## src/rtl/mem_wb_stage_pkg.sv

```systemverilog
// Shared encodings for the MEM/WB stage: datapath width, writeback source
// select and load funct3 values.
package mem_wb_stage_pkg;

  localparam int unsigned XLEN = 32;

  typedef enum logic [1:0] {
    RES_ALU = 2'd0,
    RES_MEM = 2'd1,
    RES_PC4 = 2'd2,
    RES_RSV = 2'd3
  } result_sel_e;

  localparam logic [2:0] F3_LB  = 3'b000;
  localparam logic [2:0] F3_LH  = 3'b001;
  localparam logic [2:0] F3_LW  = 3'b010;
  localparam logic [2:0] F3_LBU = 3'b100;
  localparam logic [2:0] F3_LHU = 3'b101;

endpackage

```

## src/rtl/mem_wb_stage_load_extend.sv

```systemverilog
// Combinational load data extraction: selects byte/halfword lanes from an
// aligned word and sign- or zero-extends them.
module load_extend
  import mem_wb_stage_pkg::*;
(
  input  logic [XLEN-1:0] word_i,
  input  logic [1:0]      addr_lo_i,
  input  logic [2:0]      funct3_i,
  output logic [XLEN-1:0] data_o
);

  logic [7:0]  byte_v;
  logic [15:0] half_v;

  always_comb begin
    byte_v = word_i[{addr_lo_i, 3'b000} +: 8];
    half_v = word_i[{addr_lo_i[1], 4'b0000} +: 16];
    case (funct3_i)
      F3_LB:   data_o = {{(XLEN-8){byte_v[7]}}, byte_v};
      F3_LH:   data_o = {{(XLEN-16){half_v[15]}}, half_v};
      F3_LBU:  data_o = {{(XLEN-8){1'b0}}, byte_v};
      F3_LHU:  data_o = {{(XLEN-16){1'b0}}, half_v};
      // LW and the undefined encodings pass the word through
      default: data_o = word_i;
    endcase
  end

endmodule

```

## src/rtl/mem_wb_stage.sv

```systemverilog
// MEM/WB pipeline register with load extraction, writeback mux, register
// file write port (also the WB->EX forwarding source) and retire counter.
module mem_wb_stage
  import mem_wb_stage_pkg::*;
#(
  parameter int unsigned XLEN  = 32,
  parameter int unsigned CNT_W = 32
) (
  input  logic             clk,
  input  logic             rst,
  input  logic             stall,
  input  logic             flush,
  input  logic             in_valid,
  input  logic             in_reg_write,
  input  logic [4:0]       in_rd,
  input  logic [1:0]       in_result_sel,
  input  logic [2:0]       in_funct3,
  input  logic [1:0]       in_addr_lo,
  input  logic [XLEN-1:0]  in_alu_result,
  input  logic [XLEN-1:0]  in_pc_plus4,
  input  logic [XLEN-1:0]  in_mem_rdata,
  output logic             rf_we,
  output logic [4:0]       rf_wa,
  output logic [XLEN-1:0]  rf_wd,
  output logic             wb_valid,
  output logic [CNT_W-1:0] retire_count
);

  logic             valid_q, valid_d;
  logic             reg_write_q, reg_write_d;
  logic [4:0]       rd_q, rd_d;
  logic [1:0]       sel_q, sel_d;
  logic [2:0]       funct3_q, funct3_d;
  logic [1:0]       addr_lo_q, addr_lo_d;
  logic [XLEN-1:0]  alu_q, alu_d;
  logic [XLEN-1:0]  pc4_q, pc4_d;
  logic [XLEN-1:0]  rdata_q, rdata_d;
  logic [CNT_W-1:0] count_q, count_d;
  logic [XLEN-1:0]  load_data;
  logic             capture;

  assign capture = ~flush & ~stall;

  always_comb begin
    reg_write_d = reg_write_q;
    rd_d        = rd_q;
    sel_d       = sel_q;
    funct3_d    = funct3_q;
    addr_lo_d   = addr_lo_q;
    alu_d       = alu_q;
    pc4_d       = pc4_q;
    rdata_d     = rdata_q;
    valid_d     = valid_q;
    count_d     = count_q;
    if (capture) begin
      reg_write_d = in_reg_write;
      rd_d        = in_rd;
      sel_d       = in_result_sel;
      funct3_d    = in_funct3;
      addr_lo_d   = in_addr_lo;
      alu_d       = in_alu_result;
      pc4_d       = in_pc_plus4;
      rdata_d     = in_mem_rdata;
      valid_d     = in_valid;
      if (valid_q) count_d = count_q + CNT_W'(1);
    end else if (flush) begin
      // flush beats stall: entry dropped without retiring
      valid_d = 1'b0;
    end
  end

  always_ff @(posedge clk or posedge rst) begin
    if (rst) begin
      valid_q     <= 1'b0;
      reg_write_q <= 1'b0;
      rd_q        <= '0;
      sel_q       <= '0;
      funct3_q    <= '0;
      addr_lo_q   <= '0;
      alu_q       <= '0;
      pc4_q       <= '0;
      rdata_q     <= '0;
      count_q     <= '0;
    end else begin
      valid_q     <= valid_d;
      reg_write_q <= reg_write_d;
      rd_q        <= rd_d;
      sel_q       <= sel_d;
      funct3_q    <= funct3_d;
      addr_lo_q   <= addr_lo_d;
      alu_q       <= alu_d;
      pc4_q       <= pc4_d;
      rdata_q     <= rdata_d;
      count_q     <= count_d;
    end
  end

  load_extend u_load_extend (
    .word_i    (rdata_q),
    .addr_lo_i (addr_lo_q),
    .funct3_i  (funct3_q),
    .data_o    (load_data)
  );

  always_comb begin
    case (result_sel_e'(sel_q))
      RES_MEM: rf_wd = load_data;
      RES_PC4: rf_wd = pc4_q;
      default: rf_wd = alu_q;
    endcase
  end

  // stalled cycles suppress the write so each instruction commits once
  assign rf_we        = valid_q & reg_write_q & (|rd_q) & ~stall;
  assign rf_wa        = rd_q;
  assign wb_valid     = valid_q;
  assign retire_count = count_q;

endmodule

```

## config.mk

```make
export PLATFORM = sky130hd
export DESIGN_NAME = mem_wb_stage
export DESIGN_NICKNAME = d
export VERILOG_FILES = /design/src/rtl/mem_wb_stage_pkg.sv /design/src/rtl/mem_wb_stage_load_extend.sv /design/src/rtl/mem_wb_stage.sv
export SDC_FILE = /design/constraint.sdc
export NUM_CORES = 1
export LEC_CHECK = 0
export CAP_MARGIN = 20
export CORE_MARGIN = 5
export CORE_UTILIZATION = 30
export CTS_BUF_LIST = sky130_fd_sc_hd__clkbuf_4 sky130_fd_sc_hd__clkbuf_8 sky130_fd_sc_hd__clkbuf_16
export DETAILED_ROUTE_END_ITERATION = 16
export SYNTH_ARGS = -nofsm -noshare
export SYNTH_HDL_FRONTEND = slang
export SYNTH_SLANG_ARGS = --single-unit
```

## constraint.sdc

```tcl
create_clock -name clk -period 10.6 [get_ports clk]
set_input_delay 2.12 -clock clk [delete_from_list [all_inputs] [get_ports clk]]
set_output_delay 2.12 -clock clk [all_outputs]
set_load 0.1 [all_outputs]
```

# After elaboration in Yosys (flattened, before gate mapping)
# Cells that the tools add are included.
# classes
add_sub_neg	1
n_eq_ne	5
shifts	2
mux	4
n_bitwise	6
n_reduce_logical	4
# op_table
operator	count
$pmux W32 S4	1
$pmux W32 S2	1
$add A32 B1 Y32 const B	1
$shiftx A32 B6 Y16	1
$shiftx A32 B6 Y8	1
$eq A3 B3 Y1 const B	2
$reduce_or A5 Y1	1
$and A1 B1 Y1	4
$eq A3 B1 Y1 const B	1
$logic_not A3 Y1	1
$eq A2 B1 Y1 const B	1
$eq A2 B2 Y1 const B	1
$mux W1	2
$not A1 Y1	2
$reduce_and A2 Y1	1
$reduce_bool A2 Y1	1
# word_totals
reg_bits	142
in_bits	114
out_inout_bits	71

# Depth between registers and ports, before layout
# Gate-level depths: netlist of the first run.
# logic_depth
ltp_word	3
mapped_depth	8
ltp_nobuf	6

# Cells and area by module
# A second synthesis of the first run with hierarchy kept.
# unflattened
cells_unflattened	589
area_unflattened_um2	6899.1
# modules_own_cells
mod	instances	cells_each	area_per_inst_um2	seq_area_each_um2
mem_wb_stage	1	471	6104.6	3553.4
load_extend	1	118	794.5	0.0

# Worst setup path before layout of the first run
# Ideal clock, no wire load.
# synth_path
kind	input-to-output
start	input stall
end	output rf_we
t_arrival_ns	4.318
required_ns	8.480
path_slack_ns	4.162
path_stages	2
cell_sequence	clkbuf_1 nor3_1
# synth_between
elab_chain_cells	2
# synth_lines
item	line_no	text
start: declaration	mem_wb_stage.sv:11	input logic stall,
$not A1 Y1	mem_wb_stage.sv:114	assign rf_we = valid_q & reg_write_q & (|rd_q) & ~stall;
$and A1 B1 Y1	mem_wb_stage.sv:114	
end: declaration	mem_wb_stage.sv:22	output logic rf_we,
# Every way passes these cells.

# Worst setup path after layout of the first run
# layout_path
start	register sel_q[1]
end	output rf_wd[27]
# layout_between
elab_chain_cells	2
word_cells_on_any_way	3
# layout_lines
item	line_no	text
start: declaration	mem_wb_stage.sv:32	logic [1:0] sel_q, sel_d;
start signal: assignment	mem_wb_stage.sv:88	sel_q <= sel_d;
$eq A2 B2 Y1 or $eq A2 B1 Y1 (tied branches)	mem_wb_stage.sv:106	case (result_sel_e'(sel_q))
$pmux W32 S2 (*)	mem_wb_stage.sv:106	
end: declaration	mem_wb_stage.sv:24	output logic [XLEN-1:0] rf_wd,
# Every way passes the cells marked *; elsewhere a longest branch is shown, timed or not.

==> metrics, run 1 <==
combinational power share=0.345; CTS tree=yes; core area=21960 sq um; maxcap violations=0; gr usage total=0.1498; met1 Use GR=0.2030; Worst-Margin Slew=1042 ps; Core Util, Final=0.4312; Syn Nets=681; critical path arrival=4050 ps; GPL Wtd Cong=0.7179; Synth top area share=0.5287; WHS=464.3 ps; Sw Ratio=0.3832; H-tree levels=4; synth unique cells=38; post-synthesis sequential area ratio=0.5287; average wire per standard cell=18.45 um; Hold Fails Final Rpt=0; DRT iter0 DRCs=214; hold buffers post-CTS=0; gr busiest metal=met2; initial antenna violation count=0; Post-DRT Antenna Nets=0; fin crit period=6172 ps; Synth Warn #=0; Num CTS Buffers=17; Setup Fix Bufs, Post-CTS=0; synthesized area=6721 sq um; GRT met2 Usage=0.2334; unrepaired setup endpoints after global routing=no; top post-synthesis cells by area=dfrtp_1 53%, mux2_2 18%, nand2_1 2.8%; Main synth FF type=dfrtp_1; root buffer cell=clkbuf_16; CP max FO=16; Bufs on Longest Clock Path=2; Starting Density=0.3061; critical path startpoint category=flip-flop; largest net degree at the start of global routing=89; Final HPWL DP=13530 um; nets@finish=852; share of flip-flops with an asynchronous set or reset=1.000; switching power=0.7791 mW; Setup CP Type=reg2out; outcome=complete, no violations; Setup WS post-layout=4428 ps; Cells after Synth=564; pre-CTS setup slack=4498 ps; critical path required time=8480 ps; cell taking the most area after synthesis=dfrtp_1; Via-to-Cell Ratio=4.904; post_cts resized=0; I/O pin total=185; DR vias=5041; Achievable Freq=0.1620 GHz; Flop pwr share=0.325; Worst-Skew Late Latency=420 ps; Post-Syn Area per Cell=11.92 sq um; Area Growth Syn to Fin=40.88%; commonest non-fill, non-tap cells in the layout=184 x clkdlybuf4s50_1, 142 x dfrtp_1, 107 x mux2_2; Non-Filler Instances=1028; Int Power=1.254 mW; Pins Over Slew Limit=0; most common cell after layout, fill and taps aside=clkdlybuf4s50_1; Clock Sinks=142; GR Util met3=0.05180; Tightest Hold Check Type=reg2reg; Die Area=25500 sq um; Slew headroom=0.3031; final setup fails=0; setup_tns=0 ps; Inserted Diodes=0; dpl cells=996; cell row count=54; Post-synth EDFFs=0; DRT Wirelength=18970 um; FF+latch count, synth=142; DR DRC count=0; critical path capture point type=output pin; die width=159.7 um; DRT Pass-1 Iters=4; P per Cell Area=214.7 nW/um^2; Clock Power Share=0.330; Worst-path clk slew=60 ps; crit share post-route=0.5823; leakage=3.845 nW; first-pass GRT wire length=30330 um; number of global-route vias before repair=5163; peak supply drop=0.0001313 V; PortBufs=184; skew final=6.092 ps; fraction of layout cells with a size suffix above 1=0.2032; GRT overflow=0; Die Ht=159.7 um
power groups by stage:
stage | Combinational [mW] | Clock [mW] | Sequential, mW
floorplan | 0.473 | 0 | 0.711
global placement | 0.704 | 0 | 0.669
detailed placement | 0.706 | 0 | 0.671
CTS | 0.709 | 0.691 | 0.661
global route | 0.736 | 0.714 | 0.670
finish | 0.701 | 0.672 | 0.660
final timing paths:
| path | startpoint | to | slack (ps) | depth (start not counted) |
|---|---|---|---|---|
| max reg2reg | retire_count[8]$_DFFE_PP0P_ | retire_count[26]$_DFFE_PP0P_ | 8660 | 4 |
| max in group asynchronous | rst | pc4_q[26]$_DFFE_PP0P_ | 7100 | 3 |
| max | sel_q[1]$_DFFE_PP0P_ | rf_wd[27] | 4430 | 6 |
| min in group asynchronous | rst | alu_q[26]$_DFFE_PP0P_ | 2250 | 2 |
| min reg2reg | retire_count[31]$_DFFE_PP0P_ | retire_count[31]$_DFFE_PP0P_ | 460 | 1 |
| min | retire_count[31]$_DFFE_PP0P_ | retire_count[31]$_DFFE_PP0P_ | 460 | 1 |
through the flow:
| step | total power, mW | cell area [sq um] |
|---|---|---|
| detailed placement | 1.377 | 8811 |
| global placement | 1.373 | 8811 |
| CTS | 2.060 | 9469 |
| global route | 2.120 | 9469 |
| finish | 2.033 | 9469 |
| floorplan | 1.184 | 6721 |
kinds of logic (layout without fill, tap and decap cells):
kind of cell	Yosys count	in the layout	synth area share
adders and majority gates	3	3	0.005585
xor gates and xnor gates	31	31	0.04039
AOI/OAI and AO/OA	89	89	0.09010
DFF	142	142	0.5287
buffers and inverters	48	232	0.02867
muxes	124	124	0.2064
and+or+nand+nor	127	127	0.1001
registers in the layout (all words and copies together), names as in the netlist:
signal        cells
addr_lo_q         2
alu_q            32
funct3_q          3
pc4_q            32
rdata_q          32
reg_write_q       1
retire_count     32
rf_wa             5
sel_q             2
wb_valid          1
final cells by class:
type / instances / area [sq um]
Clock buffer: 19 / 446.7
Clock inverter: 13 / 211.5
Fill cell: 2058 / 12490
Inverter: 12 / 50.05
Multi-Input combinational cell: 374 / 2985
Sequential cell: 142 / 3553
Tap cell: 280 / 350.3
Timing Repair Buffer: 188 / 1872
metal layers:
metal	up-vias	wire, um	part of all wire
met5	-	0	0
met2	161	8833	0.47
met3	11	1342	0.071
li1	2387	-	-
met4	0	142	0.0075
met1	2482	8648	0.46
Yosys cell counts (16+ instances only):
library cell / count
mux2i_1: 16
o211ai_1: 23
a22oi_1: 16
dfrtp_1: 142
a21oi_1: 18
clkbuf_1: 30
nand2_1: 50
xor2_1: 19
nor2b_1: 16
nor3_1: 16
mux2_2: 107
worst max-delay path, stage by stage, from the launching register on:
cell and delay (ps):
dfrtp_1 380, inv_1 70, ha_1 320, nor2b_1 630, nand3_1 720, o211ai_1 300
clkdlybuf4s50_1 1210
No activity file was read; power rests on OpenSTA's default activity.
==> run 2: changes to the inputs <==
clock period = 5.22 ns   (was 10.6 ns; I/O delays follow)
==> run 2 against run 1 <==
Net effect:
- core utilization down 0.52 points
- largest cell class unchanged
- highest routed layer unchanged
- clock skew up 5.1 ps
- largest power group unchanged
- clock-buffer cell count up 1
==> metrics, run 2 (synthesis gave the netlist of run 1 again) <==
outcome=complete, no violations; Via-to-Cell Ratio=4.902 (about the same); hold buffers post-CTS=0 (unchanged); die width=159.7 um (unchanged); Setup WS post-layout=1394 ps (-3034 ps); H-tree levels=4 (unchanged); Achievable Freq=0.2614 GHz; CTS tree=yes; fin crit period=3826 ps; Worst-path clk slew=60 ps (about the same); Sw Ratio=0.3992 (+0.01599); Pins Over Slew Limit=0 (unchanged); Hold Fails Final Rpt=0 (unchanged); first-pass GRT wire length=30210 um (-0.41%); Slew headroom=0.3273 (+0.02419); Die Area=25500 sq um (unchanged); Int Power=2.381 mW (+90%); Num CTS Buffers=17 (unchanged); slack of the worst reg-to-reg path=3220 ps (-5440 ps); dpl cells=999 (+0.30%); core area=21960 sq um (unchanged); critical path startpoint category=flip-flop; skew final=11.23 ps (+5.139 ps); Worst-Margin Slew=1006 ps (-36.17 ps); WHS=470.4 ps (+6.134 ps); Clock Sinks=142 (unchanged); DR vias=5054 (+0.26%); Non-Filler Instances=1031 (+0.29%); crit-path cells=mux4_2 -> mux2_2 -> nand3_1 -> o211ai_1 -> buf_4; initial antenna violation count=0 (unchanged); filler instances=2121 (+3.1%); Setup CP Type=reg2out; post_cts resized=0 (unchanged); setup_tns=0 ps (unchanged); most common cell after layout, fill and taps aside=clkdlybuf4s50_1; critical path capture point type=output pin; commonest non-fill, non-tap cells in the layout=151 x clkdlybuf4s50_1, 142 x dfrtp_1, 107 x mux2_2; root buffer cell=clkbuf_16; cell row count=54 (unchanged); crit share post-route=0.7330; Starting Density=0.3061 (unchanged); Area Growth Syn to Fin=39.18%; Worst-Skew Late Latency=420 ps (about the same); PortBufs=184 (unchanged); max incr delay on CP=720 ps (-490 ps); critical path arrival=2780 ps (-1270 ps); Final HPWL DP=13700 um (+1.3%); Post-DRT Antenna Nets=0 (unchanged); GRT overflow=0 (unchanged); maxcap violations=0 (unchanged); Clock Power Share=0.308 (-0.022); switching power=1.582 mW (+100%); final setup fails=0 (unchanged); Inserted Diodes=0 (unchanged); unrepaired setup endpoints after global routing=no; GPL Wtd Cong=0.7665 (+6.8%); nets@finish=855 (+0.35%); DRT iter0 DRCs=228 (+6.5%); Die Ht=159.7 um (unchanged); peak supply drop=0.0002537 V (+93%); leakage=3.861 nW (+0.41%); DRT Pass-1 Iters=4 (unchanged); pre-CTS setup slack=1803 ps (-2695 ps); Bufs on Longest Clock Path=2 (unchanged); CP bufs+invs=1 (-1); CP max FO=17 (+1); Worst path slowest cell=dfrtp_1; average wire per standard cell=18.37 um (-0.42%); critical path required time=4180 ps (-4300 ps); delay-heaviest family, CP=flip-flops; DRT Wirelength=18940 um (-0.13%); gr usage total=0.1504 (+0.0006423); fraction of layout cells with a size suffix above 1=0.2503 (+0.04712); I/O pin total=185 (unchanged); P per Cell Area=423.7 nW/um^2 (+97%); Flop pwr share=0.339 (+0.014); Setup Fix Bufs, Post-CTS=0 (unchanged); Tightest Hold Check Type=reg2reg; number of global-route vias before repair=5333 (+3.3%); DR DRC count=0 (unchanged); largest net degree at the start of global routing=103 (+16%); combinational power share=0.353 (+0.008)
==> run 2: worst reg2reg max path, stage by stage (launching register included) <==
cell	delay [ps]
dfrtp_1	430
and4_1	290
or4b_4	600
nor4_1	410
xor2_1	190
==> run 2: power by group through the flow <==
stage,clock (mW),combinational [mW],sequential (mW)
CTS,1.26,1.41,1.34
finish,1.22,1.40,1.34
floorplan,0,0.961,1.44
detailed placement,0,1.41,1.36
global route,1.31,1.47,1.36
global placement,0,1.41,1.36
==> run 2: final timing paths <==
kind	start	end	depth (start not counted)
setup / recovery	addr_lo_q[1]$_DFFE_PP0P_	rf_wd[22]	5
max in group asynchronous	rst	alu_q[2]$_DFFE_PP0P_	3
min in group asynchronous	rst	retire_count[12]$_DFFE_PP0P_	2
hold reg to reg	retire_count[31]$_DFFE_PP0P_	retire_count[31]$_DFFE_PP0P_	1
hold / removal	retire_count[31]$_DFFE_PP0P_	retire_count[31]$_DFFE_PP0P_	1
setup reg to reg	retire_count[8]$_DFFE_PP0P_	retire_count[30]$_DFFE_PP0P_	4
==> run 2: layout make-up <==
cell class                      instances  area [sq um]  area share
Sequential cell                       142          3553      0.3798
Clock buffer                           20         454.2     0.04855
Multi-Input combinational cell        374          2985      0.3191
Timing Repair Buffer                  191          1824      0.1950
Inverter                               12         50.05    0.005350
Clock inverter                         12         137.6     0.01471
Tap cell                              280         350.3     0.03745
==> run 2: through the flow <==
stage	util	cell area [sq um]	power, mW
after floorplan	-	6721	2.404
after global placement	0.3991	8763	2.768
after detailed placement	0.3991	8763	2.775
after CTS	0.4260	9355	4.015
after global routing	0.4260	9355	4.145
final	0.4260	9355	3.964
==> run 2: per-layer routing <==
metal,track usage,wire length [um],share of wire,vias up
li1,-,-,-,2396
met1,0.1885,8409,0.44,2510
met2,0.2448,9156,0.48,141
met3,0.05902,1325,0.070,7
met4,0.03748,51,0.0027,0
met5,0,0,0,-
==> variant, RTL diff (flow settings as in run 2) <==
`XLEN` is set to 32 in 2 places; all go to 36.
--- a/src/rtl/mem_wb_stage_pkg.sv
+++ b/src/rtl/mem_wb_stage_pkg.sv
@@ -2,7 +2,7 @@
 // select and load funct3 values.
 package mem_wb_stage_pkg;
 
-  localparam int unsigned XLEN = 32;
+  localparam int unsigned XLEN = 36;
 
   typedef enum logic [1:0] {
     RES_ALU = 2'd0,
--- a/src/rtl/mem_wb_stage.sv
+++ b/src/rtl/mem_wb_stage.sv
@@ -3,7 +3,7 @@
 module mem_wb_stage
   import mem_wb_stage_pkg::*;
 #(
-  parameter int unsigned XLEN  = 32,
+  parameter int unsigned XLEN  = 36,
   parameter int unsigned CNT_W = 32
 ) (
   input  logic             clk,
Ports: changed (resized in_alu_result, in_mem_rdata, in_pc_plus4 and rf_wd); port bits go from 185 to 201. The function was not compared with the original's and may differ.
==> variant against run 2 <==
Count of clock-buffer cells in the layout rose by 1; register-to-register slack lost 0.08 ns; cell area grew 6.6%; cell count is 7.2% higher; first-iteration DRC count is 2.6% higher; global-route usage grew 0.37 points; synthesized area grew 5.6%; sequential power up 9%; sequential cell count up 12; power up 7.7%; wire length increased by 9.0%; via count increased by 4.6%; worst setup slack lost 0.49 ns.
==> variant: results (changes against run 2) <==
| Metric | Value |
|---|---|
| Post-DR vias/cell | `4.786 (-2.4%)` |
| Synth Flop Type | `dfrtp_1` |
| Pleak | `4.059 nW (+5.1%)` |
| Tot GR Track Use | `0.1541 (+0.003692)` |
| Ys async rst share | `1.000 (unchanged)` |
| # diodes | `0 (unchanged)` |
| Overall routed net length | `20640 microns (+9.0%)` |
| Rel. slew slack | `0.3121 (-0.01526)` |
| # nets final | `902 (+5.5%)` |
| Htree depth | `4 (unchanged)` |
| DRT Pass-1 Iters | `4 (unchanged)` |
| PortBufs | `200 (+8.7%)` |
| Synth Warn # | `0 (unchanged)` |
| Post-Synth XOR/XNOR Area | `0.03826 (-0.002137)` |
| First-pass GRT wire length | `31880 microns (+5.5%)` |
| Worst EP arrival | `3.27 ns (+0.49 ns)` |
| Number of instances in the placed design | `1073 (+7.4%)` |
| Initial drt markers | `234 (+2.6%)` |
| Mapped Cells | `582 (+3.2%)` |
| Clock skew | `0.007443 ns (-0.003788 ns)` |
| Dpl hpwl | `15050 microns (+9.8%)` |
| Vias in the first global route | `5491 (+3.0%)` |
| Area share of fa/ha/maj cells after synthesis | `0.005289 (-0.0002954)` |
| GP Congestion | `0.8054 (+5.1%)` |
| Share of post-route cells with drive strength above 1 | `0.2646 (+0.01430)` |
| Regs by FF count | `alu_q x36, pc4_q x36, rdata_q x36` |
| Clock slew at reported path FFs | `0.07 ns` |
| Mux share of post-synthesis cell area | `0.2045 (-0.001927)` |
| Critical Path Fanout Max | `11 (-6)` |
| Count of cell types in the netlist | `38 (unchanged)` |
| Hold Crit Class | `flip-flop to flip-flop` |
| Hold buffers post-CTS | `0 (unchanged)` |
| Clock buffer depth | `2 (unchanged)` |
| Post-synth top cells | `dfrtp_1 (154), mux2_2 (126), nand2_1 (60)` |
| Largest cells by area after synthesis | `dfrtp_1 (54%), mux2_2 (20%), nand2_1 (3.2%), xnor2_1 (2.7%), a22oi_1 (2.1%)` |
| CTS Buf Count | `17 (unchanged)` |
| Seq/Total Area, Yosys | `0.5430 (+0.01435)` |
| Largest net degree at the start of global routing | `104 (+0.97%)` |
| VDD IR max | `0.0002176 V (-14%)` |
| Worst-skew pair later-pin latency | `0.42 ns (about the same)` |
| Post-synthesis compound-gate area fraction | `0.09785 (+0.007752)` |
| Status | `complete, no violations` |
| Initial antenna violation count | `5 (+5)` |
| Clk root buf | `clkbuf_16` |
| Net Sw Power | `0.001713 W (+8.3%)` |
| Post-CTS setup buffer count | `0 (unchanged)` |
| Via count | `5289 (+4.6%)` |
| Post-cts repair resize count | `0 (unchanged)` |
| Synth Net Count | `711 (+4.4%)` |
variant: power groups by stage:
stage	clock [W]	sequential [W]	combinational (W)
after global placement	0	0.00148	0.00153
after CTS	0.00132	0.00146	0.00154
after floorplan	0	0.00156	0.00105
after detailed placement	0	0.00149	0.00154
final	0.00128	0.00146	0.00152
after global routing	0.00138	0.00148	0.00160
variant: layer usage:
| layer | track usage | wire [microns] |
|---|---|---|
| met1 | 0.1902 | 8738 |
| met2 | 0.2467 | 9708 |
| met3 | 0.07829 | 1938 |
| met4 | 0.02631 | 187 |
| met5 | 0 | 69 |
variant: area by class of cell:
class	count	area (sq um)
clock buffers	21	474.2
clock inverters	11	137.6
repair buffers	207	1984
fillers	2283	13430
inverters	6	27.53
multi-input cells	387	3094
well taps	319	399.1
flip-flops and latches	154	3854
variant: path summary, 6_finish.rpt:
path                                   from               end  slack (ns)  cells past startpoint
max in group asynchronous               rst   retire_count[2]        3.06                      3
setup reg to reg                   wb_valid  retire_count[31]        3.14                      5
hold reg to reg            retire_count[24]  retire_count[24]        0.49                      1
min in group asynchronous               rst  retire_count[27]        1.22                      2
hold / removal             retire_count[24]  retire_count[24]        0.49                      1
setup / recovery                funct3_q[0]          rf_wd[5]        0.91                      5
variant: per-stage QoR:
stage / setup WS (ns) / cell area [sq um] / power [W]
5_1_grt: 0.6644 / 9971 / 0.004465
2_1_floorplan: 0.02620 / 7097 / 0.002609
4_1_cts: 0.8984 / 9971 / 0.004327
3_3_place_gp: 1.388 / 9359 / 0.003014
3_5_place_dp: 1.376 / 9359 / 0.003024
6_report: 0.9080 / 9971 / 0.004270
variant: kinds of logic (layout without fill, tap and decap cells):
group | Yosys count | count (layout)
buffers and inverters | 41 | 245
flip-flops | 154 | 154
XOR/XNOR | 31 | 31
AND/OR/NAND/NOR | 127 | 127
multiplexers | 128 | 128
adder cells (fa/ha/maj) | 3 | 3
AO/OA/AOI/OAI | 98 | 98
variant: worst max-delay path, stage by stage, from the launching register on:
cell and delay, ns:
dfrtp_1 0.49, nand2b_1 0.35, a21oi_1 0.46, o221ai_1 0.19
a21oi_1 0.20, clkdlybuf4s50_1 1.16
